<file path="src/rtl/lsu_axil_bridge.sv">
`default_nettype none
// ============================================================================
//  Module      : lsu_axil_bridge
//  Description : Turns the single-cycle core's combinational data-memory
//                request into one AXI4-Lite read or write transaction and
//                stalls the core until the response has been captured.
//  Revision    : 1.0 - initial release
// ============================================================================
module lsu_axil_bridge #(
   parameter int XLEN = 32   // only 32 is supported; strobe is fixed at 4 bits
) (
   input  logic            clk,
   input  logic            rst,
   // core side
   input  logic            data_valid,
   input  logic            data_wen,
   input  logic [3:0]      data_wstrb,
   input  logic [XLEN-1:0] data_addr,
   input  logic [XLEN-1:0] data_wdata,
   output logic [XLEN-1:0] data_rdata,
   output logic            data_stall,
   output logic            data_err,
   // AXI4-Lite master: write address
   output logic            m_awvalid,
   input  logic            m_awready,
   output logic [XLEN-1:0] m_awaddr,
   // write data
   output logic            m_wvalid,
   input  logic            m_wready,
   output logic [XLEN-1:0] m_wdata,
   output logic [3:0]      m_wstrb,
   // write response
   input  logic            m_bvalid,
   output logic            m_bready,
   input  logic [1:0]      m_bresp,
   // read address
   output logic            m_arvalid,
   input  logic            m_arready,
   output logic [XLEN-1:0] m_araddr,
   // read data
   input  logic            m_rvalid,
   output logic            m_rready,
   input  logic [XLEN-1:0] m_rdata,
   input  logic [1:0]      m_rresp
);

   typedef enum logic [2:0] {
      IDLE  = 3'd0,
      RADDR = 3'd1,
      RDATA = 3'd2,
      WRITE = 3'd3,
      DONE  = 3'd4
   } state_t;

   state_t          state, state_next;
   logic [XLEN-1:0] req_addr;
   logic [XLEN-1:0] req_wdata;
   logic [3:0]      req_wstrb;
   logic            aw_done, w_done, aw_done_next, w_done_next;
   logic            arvalid_next, rready_next, awvalid_next, wvalid_next, bready_next;
   logic            capture, rdata_load, err_load, err_value;
   logic            ar_hs, r_hs, aw_hs, w_hs, b_hs;
   logic            unused_addr_bits;

   // The bus is word-wide; the byte offset is carried by the strobe instead.
   assign unused_addr_bits = ^data_addr[1:0];

   assign ar_hs = m_arvalid & m_arready;
   assign r_hs  = m_rready & m_rvalid;
   assign aw_hs = m_awvalid & m_awready;
   assign w_hs  = m_wvalid & m_wready;
   // B is only taken once both AW and W are through (same-cycle counts).
   assign b_hs  = m_bready & m_bvalid & (aw_done | aw_hs) & (w_done | w_hs);

   assign data_stall = data_valid & (state != DONE);
   assign m_awaddr   = req_addr;
   assign m_araddr   = req_addr;
   assign m_wdata    = req_wdata;
   assign m_wstrb    = req_wstrb;

   // Next-state and next-cycle bus control decode.
   always_comb begin
      state_next   = state;
      arvalid_next = 1'b0;
      rready_next  = 1'b0;
      awvalid_next = 1'b0;
      wvalid_next  = 1'b0;
      bready_next  = 1'b0;
      aw_done_next = aw_done;
      w_done_next  = w_done;
      capture      = 1'b0;
      rdata_load   = 1'b0;
      err_load     = 1'b0;
      err_value    = 1'b0;
      case (state)
         IDLE: begin
            if (data_valid) begin
               capture      = 1'b1;
               aw_done_next = 1'b0;
               w_done_next  = 1'b0;
               if (data_wen) begin
                  state_next   = WRITE;
                  awvalid_next = 1'b1;
                  wvalid_next  = 1'b1;
                  bready_next  = 1'b1;
               end else begin
                  state_next   = RADDR;
                  arvalid_next = 1'b1;
               end
            end
         end
         RADDR: begin
            if (ar_hs) begin
               state_next  = RDATA;
               rready_next = 1'b1;
            end else begin
               arvalid_next = 1'b1;
            end
         end
         RDATA: begin
            if (r_hs) begin
               state_next = DONE;
               rdata_load = 1'b1;
               err_load   = 1'b1;
               err_value  = (m_rresp != 2'b00);
            end else begin
               rready_next = 1'b1;
            end
         end
         WRITE: begin
            aw_done_next = aw_done | aw_hs;
            w_done_next  = w_done | w_hs;
            if (b_hs) begin
               state_next   = DONE;
               aw_done_next = 1'b0;
               w_done_next  = 1'b0;
               err_load     = 1'b1;
               err_value    = (m_bresp != 2'b00);
            end else begin
               awvalid_next = ~aw_done_next;
               wvalid_next  = ~w_done_next;
               bready_next  = 1'b1;
            end
         end
         DONE:    state_next = IDLE;
         default: state_next = IDLE;
      endcase
   end

   // State register.
   always_ff @(posedge clk or posedge rst) begin
      if (rst) state <= IDLE;
      else     state <= state_next;
   end

   // Registered bus handshake controls and per-channel completion flags.
   always_ff @(posedge clk or posedge rst) begin
      if (rst) begin
         m_arvalid <= 1'b0;
         m_rready  <= 1'b0;
         m_awvalid <= 1'b0;
         m_wvalid  <= 1'b0;
         m_bready  <= 1'b0;
         aw_done   <= 1'b0;
         w_done    <= 1'b0;
      end else begin
         m_arvalid <= arvalid_next;
         m_rready  <= rready_next;
         m_awvalid <= awvalid_next;
         m_wvalid  <= wvalid_next;
         m_bready  <= bready_next;
         aw_done   <= aw_done_next;
         w_done    <= w_done_next;
      end
   end

   // Captured request and response registers seen by the core.
   always_ff @(posedge clk or posedge rst) begin
      if (rst) begin
         req_addr   <= '0;
         req_wdata  <= '0;
         req_wstrb  <= 4'b0000;
         data_rdata <= '0;
         data_err   <= 1'b0;
      end else begin
         if (capture) begin
            req_addr  <= {data_addr[XLEN-1:2], 2'b00};
            req_wdata <= data_wdata;
            req_wstrb <= data_wstrb;
         end
         if (rdata_load) data_rdata <= m_rdata;
         if (err_load)   data_err   <= err_value;
      end
   end

endmodule
`default_nettype wire

</file>
<file path="config.mk">
export PLATFORM = sky130hd
export DESIGN_NAME = lsu_axil_bridge
export DESIGN_NICKNAME = d
export VERILOG_FILES = /design/src/rtl/lsu_axil_bridge.sv
export SDC_FILE = /design/constraint.sdc
export NUM_CORES = 1
export LEC_CHECK = 0
export BUFFER_PORTS_ARGS = -buffer_cell sky130_fd_sc_hd__buf_2
export CORE_ASPECT_RATIO = 0.7
export CORE_MARGIN = 4
export CORE_UTILIZATION = 48
export DETAILED_ROUTE_END_ITERATION = 10
export PLACE_DENSITY = 0.83
export SYNTH_ARGS = -nofsm -noshare
export SYNTH_HDL_FRONTEND = slang
export SYNTH_SLANG_ARGS = --single-unit
</file>
<file path="constraint.sdc">
create_clock -name clk -period 6.45 [get_ports clk]
set_input_delay 1.29 -clock clk [delete_from_list [all_inputs] [get_ports clk]]
set_output_delay 1.29 -clock clk [all_outputs]
set_load 0.1 [all_outputs]
</file>
==> flow_summary.html <==
<table>
<tr><th>Metric</th><th>Value</th></tr>
<tr><th colspan="2">STA</th></tr>
<tr><td>Fmax</td><td>between 0.3 and 0.4 GHz</td></tr>
<tr><td>Clock Skew</td><td>0.00362 ns</td></tr>
<tr><td>Final critical-path share of the clock period</td><td>about half</td></tr>
<tr><td>Setup TNS after final layout</td><td>0 ns</td></tr>
<tr><td>Worst-margin pin slew</td><td>0.865 ns</td></tr>
<tr><td>Final worst path period need</td><td>3.31 ns</td></tr>
<tr><td>Final setup violation count</td><td>0</td></tr>
<tr><td>Final number of max-transition violations</td><td>0</td></tr>
<tr><td>Worst slew margin relative to its limit</td><td>42.3%</td></tr>
<tr><td>Setup repair after global routing missed its margin</td><td>false</td></tr>
<tr><td>Final hold violation count</td><td>0</td></tr>
<tr><th colspan="2">Worst setup path</th></tr>
<tr><td>Worst path required time</td><td>5.16 ns</td></tr>
<tr><td>Nature of the critical path startpoint</td><td>input port</td></tr>
<tr><td>End of the worst register-to-register path</td><td>m_awvalid</td></tr>
<tr><td>Cell-by-cell listing of the critical path</td><td>buf_2 -&gt; a21boi_0 -&gt; buf_2</td></tr>
<tr><td>Crit path arrival time</td><td>between 2 and 2.5 ns</td></tr>
<tr><td>Type of destination of the critical path</td><td>output port</td></tr>
<tr><td>Beginning of the worst register-to-register path</td><td>state[0]</td></tr>
<tr><td>Worst setup slack for register-to-register paths</td><td>4.32 ns</td></tr>
<tr><td>Crit-path max cell delay</td><td>0.44 ns</td></tr>
<tr><td>Most used cell along the critical path</td><td>sky130_fd_sc_hd__buf_2</td></tr>
<tr><td>Crit path kind</td><td>in -&gt; out</td></tr>
<tr><td>Worst R2R Path Depth</td><td>4</td></tr>
<tr><td>Critical-path cell with the highest stage delay</td><td>sky130_fd_sc_hd__buf_2</td></tr>
<tr><td>Critical path buffer and inverter count</td><td>2</td></tr>
<tr><td>Top delay family on crit path</td><td>buffers and inverters</td></tr>
<tr><td>Top fanout value on the critical path</td><td>5</td></tr>
<tr><th colspan="2">Yosys</th></tr>
<tr><td>Top-area cell type share of the netlist area</td><td>60.3%</td></tr>
<tr><td>Number of distinct library cells after synthesis</td><td>31</td></tr>
<tr><td>Top cell type by total area after synthesis</td><td>sky130_fd_sc_hd__dfrtp_1</td></tr>
<tr><td>Synth warnings</td><td>0</td></tr>
<tr><td>Fraction of registers with async set or reset after synthesis</td><td>between 90% and 100%</td></tr>
<tr><td>Fraction of the yosys area taken by sequential cells</td><td>between 60% and 70%</td></tr>
<tr><td>FF+latch count, synth</td><td>approximately 110</td></tr>
<tr><td>Dominant register cell in the synthesized netlist</td><td>sky130_fd_sc_hd__dfrtp_1</td></tr>
<tr><td>Number of enable flip-flop cells after synthesis</td><td>0</td></tr>
<tr><td>Dominant cells by area after synthesis</td><td>sky130_fd_sc_hd__dfrtp_1, sky130_fd_sc_hd__nand2_1, sky130_fd_sc_hd__mux2_2</td></tr>
<tr><td>Post-Synthesis Cells</td><td>442</td></tr>
<tr><td>Post-Syn Area</td><td>0.00452 mm^2</td></tr>
<tr><td>Syn_area_per_cell</td><td>10.2 um^2</td></tr>
<tr><th colspan="2">Global route</th></tr>
<tr><td>Remaining global-route overflow</td><td>0</td></tr>
<tr><td>Maximum number of pins on one net before global-route repair</td><td>70</td></tr>
<tr><td>Total Routing Usage GR</td><td>20.1%</td></tr>
<tr><td>Fraction of met2 tracks used by global routing</td><td>34.4%</td></tr>
<tr><td>Global-route wire length before repair</td><td>roughly 17 mm</td></tr>
<tr><td>GR Layer Usage met3</td><td>7.65%</td></tr>
<tr><td>Layer with the highest usage</td><td>met2</td></tr>
<tr><td>Initial antenna violation count</td><td>0</td></tr>
<tr><td>Number of global-route vias before repair</td><td>3585</td></tr>
<tr><td>Met1 GRT Util</td><td>between 20% and 30%</td></tr>
<tr><th colspan="2">Clock network</th></tr>
<tr><td>Count of H-tree levels built during CTS</td><td>3</td></tr>
<tr><td>Clock net sink count</td><td>109</td></tr>
<tr><td>Clock buffer count from CTS</td><td>9</td></tr>
<tr><td>Post CTS Setup Buffer Count</td><td>0</td></tr>
<tr><td>Clock root buffer master</td><td>sky130_fd_sc_hd__clkbuf_16</td></tr>
<tr><td>Resize count post-CTS</td><td>0</td></tr>
<tr><td>Clk pin slew, worst setup/hold paths</td><td>0.07 ns</td></tr>
<tr><td>Number of buffers added to fix hold violations after cts</td><td>0</td></tr>
<tr><td>Longest Clk Path Bufs</td><td>2</td></tr>
<tr><td>CTS tree</td><td>built</td></tr>
<tr><td>Skew-Pair Late Insertion Delay</td><td>0.34 ns</td></tr>
<tr><th colspan="2">Detailed routing</th></tr>
<tr><td>Drt first-iter violations</td><td>between 150 and 200</td></tr>
<tr><td>Post-detailed-route wirelength per cell</td><td>14.9 um</td></tr>
<tr><td>Final ANT Viol Nets</td><td>0</td></tr>
<tr><td>Count of vias placed by the detailed router</td><td>3679</td></tr>
<tr><td>Router iterations before antenna repair</td><td>4</td></tr>
<tr><td>Vias per cell</td><td>4.72</td></tr>
<tr><td>Total routed wirelength</td><td>about 12 mm</td></tr>
<tr><td>Detailed-route DRC error count</td><td>0</td></tr>
<tr><th colspan="2">Floorplanning</th></tr>
<tr><td>Height of the die</td><td>between 80 and 90 um</td></tr>
<tr><td>Die width</td><td>roughly 120 um</td></tr>
<tr><td>Effective utilization at floorplan</td><td>roughly half</td></tr>
<tr><td>Number of placed I/O pins</td><td>252</td></tr>
<tr><td>Area of the core</td><td>0.00911 mm^2</td></tr>
<tr><td>Count of standard-cell rows</td><td>29</td></tr>
<tr><td>Die area</td><td>between 0.01 and 0.015 mm^2</td></tr>
<tr><th colspan="2">Min path</th></tr>
<tr><td>Min-delay worst type</td><td>reg -&gt; reg</td></tr>
<tr><td>Hold Path Depth</td><td>2</td></tr>
<tr><td>Hold endpoint</td><td>m_wdata[12]</td></tr>
<tr><td>HP Start</td><td>m_wdata[12]</td></tr>
<tr><th colspan="2">Final layout</th></tr>
<tr><td>Most common cell after layout, fill and taps aside</td><td>sky130_fd_sc_hd__buf_2</td></tr>
<tr><td>Layout cells sized above 1</td><td>45.2%</td></tr>
<tr><td>Layout overhead on the synthesized area</td><td>30.0%</td></tr>
<tr><td>Commonest non-fill, non-tap cells in the layout</td><td>sky130_fd_sc_hd__buf_2, sky130_fd_sc_hd__nand2_1, sky130_fd_sc_hd__dfrtp_1</td></tr>
<tr><td>Number of nets in the layout</td><td>about 760</td></tr>
<tr><td>Diode insertion count for antenna repair</td><td>0</td></tr>
<tr><th colspan="2">Placed design</th></tr>
<tr><td>Final RePlAce weighted congestion</td><td>between 0.7 and 0.8</td></tr>
<tr><td>Detail Placement HPWL</td><td>8.71 mm</td></tr>
<tr><td>Number of buffer cells added on primary ports</td><td>245</td></tr>
<tr><th colspan="2">Run</th></tr>
<tr><td>Reported max-cap violation count</td><td>0</td></tr>
<tr><th colspan="2">Run status</th></tr>
<tr><td>Status</td><td>completed</td></tr>
</table>
[stage by stage]
stage	instances	hold WS, ns	worst slack [ns]	util (%)	cell area (um^2)
global route	779	0.493	3.08	64.5	5880
detailed placement	763	0.458	3.12	61.0	5560
finish	779	0.475	3.14	64.5	5880
global placement	763	0.454	3.10	61.0	5560
CTS	779	0.475	3.12	64.5	5880
floorplan	445	0.468	1.68	-	4530
[synth_stat cells (2+ instances only)]
master,n
sky130_fd_sc_hd__nor2_1,6
sky130_fd_sc_hd__buf_2,10
sky130_fd_sc_hd__inv_1,2
sky130_fd_sc_hd__nand2b_1,2
sky130_fd_sc_hd__nand2_1,207
sky130_fd_sc_hd__buf_4,37
sky130_fd_sc_hd__clkbuf_1,3
sky130_fd_sc_hd__mux2_1,4
sky130_fd_sc_hd__a211oi_1,3
sky130_fd_sc_hd__a21o_1,3
sky130_fd_sc_hd__a21oi_1,4
sky130_fd_sc_hd__o21ai_0,3
sky130_fd_sc_hd__buf_6,5
sky130_fd_sc_hd__mux2_2,28
sky130_fd_sc_hd__dfrtp_1,109
[worst register-to-register path, stage by stage (launching register included)]
cell and delay, ns:
sky130_fd_sc_hd__dfrtp_1 0.55, sky130_fd_sc_hd__nor4b_4 0.73, sky130_fd_sc_hd__buf_4 0.50, sky130_fd_sc_hd__nand2_1 0.16, sky130_fd_sc_hd__o21ai_0 0.11
[layer usage]
layer / vias up / wire length, um
met2: 167 / 5650
li1: 1775 / -
met5: - / 0
met3: 14 / 1140
met4: 0 / 143
met1: 1723 / 4650
[sequential cells by signal, indices dropped and copies added, names as in the netlist]
| name | cells |
|---|---|
| data_rdata | 32 |
| m_bready | 1 |
| data_err | 1 |
| w_done | 1 |
| m_rready | 1 |
| aw_done | 1 |
| m_wvalid | 1 |
| m_wdata | 32 |
| m_awvalid | 1 |
| m_arvalid | 1 |
| m_wstrb | 4 |
| state | 3 |
| m_araddr | 30 |
[area by class of cell]
class	count	area, um^2
inverter	2	10.0
tap	124	155
clock buffer	11	233
fill	747	3230
clock inverter	5	85.1
sequential	109	2730
multi-input combinational	279	1410
timing repair buffer	249	1260
[worst max-delay path by stage]
stage / startpoint / endpoint / slack (ns) / cells after the start
floorplan: data_valid / data_stall / 1.68 / 1
global placement: data_valid / data_stall / 3.10 / 3
detailed placement: data_valid / data_stall / 3.12 / 3
CTS: data_valid / data_stall / 3.12 / 3
global route: data_valid / data_stall / 3.08 / 3
finish: data_valid / data_stall / 3.14 / 3
[logic make-up after synthesis]
kind of cell	count (synthesis)	synth area share, %
AOI/OAI and AO/OA	19	2.82
and+or+nand+nor	224	19.9
DFF	109	60.3
muxes	32	7.97
other	1	0.0830
buffers and inverters	57	8.91
Power is not shown: default switching activity piles up to over one toggle a cycle in this logic, so the estimate is an artifact.
